File: src/rtl/hazard_scoreboard.sv
// hazard_scoreboard
//   Tracks in-flight register writes in the DEPTH stages after decode.
//   From these it produces the decode stall, the execute operand forwarding
//   selects and branch-flush squashing for the LEGv8 pipeline.
//   Entry 0 = EX, entry 1 = MEM, entry DEPTH-1 = WB.
//
//   Build option: define HAZ_FWD_EN to enable operand forwarding. With
//   forwarding, only load-use at entry 0 stalls. Without it, any producer
//   that has not yet reached WB stalls, and fwd_a/fwd_b stay 0.
//
// Ports
//   clk, reset          clock, asynchronous active-high reset
//   id_valid            decode holds a real instruction
//   id_rs1/id_rs2       source registers, with id_rs1_use/id_rs2_use read enables
//   id_rd, id_regwr     destination register and its write enable
//   id_memrd            decode instruction is a load
//   flush               taken branch resolved at entry BR_STG this cycle
//   stall               hold PC and IF/ID, insert bubble into ID/EX
//   fwd_a/fwd_b         operand source: 0 = register file, k = entry k-1
//   pipe_vld            valid bit per tracked entry
//   stall_cnt           saturating count of stalled cycles
module hazard_scoreboard #(
    parameter int REG_W  = 5,
    parameter int DEPTH  = 3,
    parameter int BR_STG = 1,
    parameter int CNT_W  = 16
) (
    input  logic                       clk,
    input  logic                       reset,
    input  logic                       id_valid,
    input  logic [REG_W-1:0]           id_rs1,
    input  logic [REG_W-1:0]           id_rs2,
    input  logic                       id_rs1_use,
    input  logic                       id_rs2_use,
    input  logic [REG_W-1:0]           id_rd,
    input  logic                       id_regwr,
    input  logic                       id_memrd,
    input  logic                       flush,
    output logic                       stall,
    output logic [$clog2(DEPTH+1)-1:0] fwd_a,
    output logic [$clog2(DEPTH+1)-1:0] fwd_b,
    output logic [DEPTH-1:0]           pipe_vld,
    output logic [CNT_W-1:0]           stall_cnt
);

    localparam int FW = $clog2(DEPTH+1);
    localparam logic [REG_W-1:0] XZR = '1;

    logic [DEPTH-1:0] vld;
    logic [DEPTH-1:0] ld;
    logic [REG_W-1:0] rd [DEPTH];

    logic          hit_a, hit_b, ld_a, ld_b, haz_a, haz_b;
    logic [FW-1:0] idx_a, idx_b;

    // Youngest producer wins: scan from oldest candidate to entry 0 so the
    // lowest matching index is the last one written. The WB entry is left
    // out because the register file is write-first.
    always_comb begin
        hit_a = 1'b0;
        hit_b = 1'b0;
        ld_a  = 1'b0;
        ld_b  = 1'b0;
        idx_a = '0;
        idx_b = '0;
        for (int k = DEPTH-2; k >= 0; k--) begin
            if (id_rs1_use && vld[k] && rd[k] == id_rs1 && id_rs1 != XZR) begin
                hit_a = 1'b1;
                ld_a  = ld[k];
                idx_a = FW'(k + 1);
            end
            if (id_rs2_use && vld[k] && rd[k] == id_rs2 && id_rs2 != XZR) begin
                hit_b = 1'b1;
                ld_b  = ld[k];
                idx_b = FW'(k + 1);
            end
        end
    end

`ifdef HAZ_FWD_EN
    // A load still in EX has no data yet; everything else is forwarded.
    assign haz_a = hit_a & ld_a & (idx_a == FW'(1));
    assign haz_b = hit_b & ld_b & (idx_b == FW'(1));
    assign fwd_a = (hit_a & ~haz_a & id_valid) ? idx_a : '0;
    assign fwd_b = (hit_b & ~haz_b & id_valid) ? idx_b : '0;
`else
    assign haz_a = hit_a;
    assign haz_b = hit_b;
    assign fwd_a = '0;
    assign fwd_b = '0;
`endif

    assign stall    = (haz_a | haz_b) & id_valid & ~flush;
    assign pipe_vld = vld;

    // Load flags and match indices are not consumed in every build.
    logic unused_bits;
    assign unused_bits = ^{ld, ld_a, ld_b, idx_a, idx_b};

    always_ff @(posedge clk or posedge reset) begin
        if (reset) begin
            vld       <= '0;
            ld        <= '0;
            stall_cnt <= '0;
            for (int k = 0; k < DEPTH; k++) begin
                rd[k] <= '0;
            end
        end else begin
            vld[0] <= id_valid & id_regwr & ~stall & ~flush & (id_rd != XZR);
            rd[0]  <= id_rd;
            ld[0]  <= id_memrd;
            // Entries younger than the branch are killed on flush; the branch
            // and older keep moving.
            for (int k = 1; k < DEPTH; k++) begin
                vld[k] <= vld[k-1] & ~(flush && (k - 1) < BR_STG);
                rd[k]  <= rd[k-1];
                ld[k]  <= ld[k-1];
            end
            if (stall && stall_cnt != {CNT_W{1'b1}}) begin
                stall_cnt <= stall_cnt + 1'b1;
            end
        end
    end

endmodule
File: config.mk
export PLATFORM = sky130hd
export DESIGN_NAME = hazard_scoreboard
export DESIGN_NICKNAME = d
export VERILOG_FILES = /design/src/rtl/hazard_scoreboard.sv
export SDC_FILE = /design/constraint.sdc
export NUM_CORES = 1
export LEC_CHECK = 0
export ABC_AREA = 1
export CAP_MARGIN = 20
export CORE_ASPECT_RATIO = 0.75
export CORE_MARGIN = 5
export CORE_UTILIZATION = 35
export CTS_CLUSTER_SIZE = 12
export DETAILED_ROUTE_END_ITERATION = 12
export GPL_TIMING_DRIVEN = 0
export PLACE_DENSITY_LB_ADDON = 0.1
export SETUP_SLACK_MARGIN = 0.15
export SLEW_MARGIN = 20
export SYNTH_ARGS = -nofsm -noshare
export SYNTH_HDL_FRONTEND = slang
export SYNTH_SLANG_ARGS = --single-unit
export TNS_END_PERCENT = 5
File: constraint.sdc
create_clock -name clk -period 1.4 [get_ports clk]
set_input_delay 0.21 -clock clk [delete_from_list [all_inputs] [get_ports clk]]
set_output_delay 0.21 -clock clk [all_outputs]
set_load 0.01 [all_outputs]
==> metrics <==
layout cells sized above 1 0.207; chip width 94.4 µm; Clk network pwr share 0.481; Yosys top cell by area dfrtp_1; RSZ-0062 raised after global routing true; met1 Usage GRT 0.240; Logic pwr share 0.111; Synth top cells by count 107 x nand2_1, 34 x inv_1, 29 x dfrtp_1; top-area cell type share of the netlist area 0.388; die area 6920 µm²; Static Leak about 0.0014 µW; Core Area 5270 µm²; Post-Syn Area 1870 µm²; Pwr Density between 800 and 900 nW/µm²; Max Fclk around 550 MHz; layout net count 352; clk sink count 29; Max Fanout on Critical Path 4; Hold/Removal Path Class in -> async; TritonCTS buffer count 5; maximum vdd drop 0.000352 V; register-to-register setup slack -0.21 ns; Yosys warning count 0; Vias/cell approximately 4.4; syn_area_per_cell just under 7 µm²; most frequent cell after synthesis nand2_1; CTS hold repair buffers 0; clk root buf clkbuf_8; Initial Utilization 0.355; period utilization 1.30; arrival time worst endpoint 1.61 ns; sequential share of power 0.409; Setup crit start kind register; Residual DRC 0; Setup-failing EPs final 18; H-Tree Depth 2; post-placement cell count slightly below 400; CP most frequent cell nand2_1; CP max-delay cell dfrtp_1; Max-Cap Viols 0; global route hottest layer met1; post-route insts no fill 404; initial DRC count 107; Synth Flop Type dfrtp_1; Distinct cells, synth 23; violated checks setup timing; minimum clock period about 1.8 ns; post-synthesis sequential area ratio 0.388; WS Path Type reg -> out; Final HPWL DP 3.63 mm; Area Growth Syn to Fin 41.4%; worst setup margin -0.416 ns; flip-flop and latch count after synthesis 29; Worst Tran Pin Value roughly 0.62 ns; pin count of the biggest net entering global routing 30; Pre-antenna DRT Iters 4; Critical Path RT 1.19 ns; delay of the slowest critical-path stage roughly 0.39 ns; total grt overflow 0; crit-path cells inv_1 -> nand2_1 -> nand2_1 -> nor2_1 -> nand3_1 -> nand2_1 -> nand2_2 -> nand2_4 -> buf_8 -> nand2_4 -> nor2_4 -> buf_6; Slew HR 0.587; Setup crit end kind primary output; first-pass GRT wire length between 8 and 9 mm; routing usage on met3 0.0389; Routed WL 4.77 mm; final hold violations 0; Antenna diodes 0; vias in the first global route 1715; Core Rows 23; WL/cell 11.8 µm; Skew-Pair Late Insertion Delay 0.28 ns; gate count of the mapped netlist between 200 and 300; CTS tree yes; CTS Buffer Depth 2; switching part of the total 0.228; Synth async-reset ratio 1.00; Worst-path clk slew 0.07 ns; Ports 47; initial antenna violation count 0; remaining antenna violation count 0; Power Internal 1680 µW; gpl congestion 0.798; met2 GRT Util 0.200; outcome finished, violations left; Max Slew Vio Count 0; Die Ht 73.3 µm; clock skew around 0.0094 ns; vias 1796; synth top area cells dfrtp_1 39%, nand2_1 21%, inv_1 6.8%; Tot GR Track Use 0.154; PortBufs 41; Post-synth EDFFs 0; Net Switching slightly below 500 µW; Tot Pwr 2170 µW
## metrics by stage
step	hold WS (ns)	setup TNS [ns]	worst slack, ns	instance area, µm²	util
after floorplan	0.241	0	0.00211	1940	-
after global placement	0.415	-14.88	-1.02	2450	0.464
after detailed placement	0.416	-8.77	-1.04	2450	0.464
final	0.321	-3.27	-0.416	2640	0.502
after CTS	0.337	-3.53	-0.438	2590	0.492
after global routing	0.381	-5.29	-0.508	2640	0.502
## path summary, 6_finish.rpt
path / startpoint / to / depth (start not counted)
min in group clk: id_rd[4] / rd[14] / 1
max: rd[14] / stall / 12
max reg2reg: rd[14] / stall_cnt[3] / 13
min: reset / rd[9] / 2
min reg2reg: rd[10] / rd[5] / 0
max in group asynchronous: reset / stall_cnt[12] / 2
## state kept, by name (all words and copies together), names as in the netlist
signal and flops:
stall_cnt 16, pipe_vld 3, rd 10
## layout by cell type, fill, tap and decap left out, types with 8 or more instances in the layout
| cell type | instances |
|---|---|
| dlygate4sd2_1 | 23 |
| clkdlybuf4s50_1 | 11 |
| nand4_1 | 18 |
| inv_1 | 27 |
| buf_4 | 10 |
| inv_2 | 10 |
| nand2_1 | 104 |
| nand3_1 | 16 |
| dfrtp_1 | 18 |
| dfrtp_2 | 11 |
| nor2_1 | 20 |
| nor2_2 | 8 |
## cell families (layout without fill, tap and decap cells)
| logic type | count (synthesis) | in the layout | share of synthesized area |
|---|---|---|---|
| AOI/OAI and AO/OA | 1 | 1 | 0.00402 |
| buffers and inverters | 47 | 101 | 0.113 |
| xor gates and xnor gates | 10 | 10 | 0.0469 |
| DFF | 29 | 29 | 0.388 |
| and+or+nand+nor | 183 | 183 | 0.439 |
| other | 1 | 4 | 0.00201 |
| adders and majority gates | 1 | 1 | 0.00669 |
## worst max-delay path, delay by kind of cell, from the launching register on
family                 cells  cell delay (ns)
flip-flops                 1             0.39
AND/OR/NAND/NOR            9             0.66
buffers and inverters      3             0.27
## metal layers
| layer | vias to the layer above | wire, µm |
|---|---|---|
| met2 | 41 | 1820 |
| met5 | - | 0 |
| met3 | 6 | 225 |
| met4 | 0 | 73 |
| met1 | 801 | 2660 |
| li1 | 948 | - |
## power groups by stage
stage / sequential (µW) / clock, µW / combinational [µW]
finish: 887 / 1040 / 241
floorplan: 898 / 0 / 119
global route: 889 / 1100 / 273
global placement: 901 / 0 / 238
CTS: 886 / 1060 / 237
detailed placement: 900 / 0 / 241
## repair_timing
item | in CTS | in global routing
setup buffers | 2 | 3
pin swaps | 8 | 9
setup endpoints to repair | 37 | 31
resized for setup | 45 | 17
## area by class of cell
cell class,count,area (µm²)
multi-input cells,199,1020
fillers,538,2620
clock buffers,5,68.8
plain buffers,10,91.3
repair buffers,46,430
flip-flops and latches,29,739
clock inverters,3,65.1
inverters,37,139
well taps,75,93.8
Power figures use the tool's default switching activity.
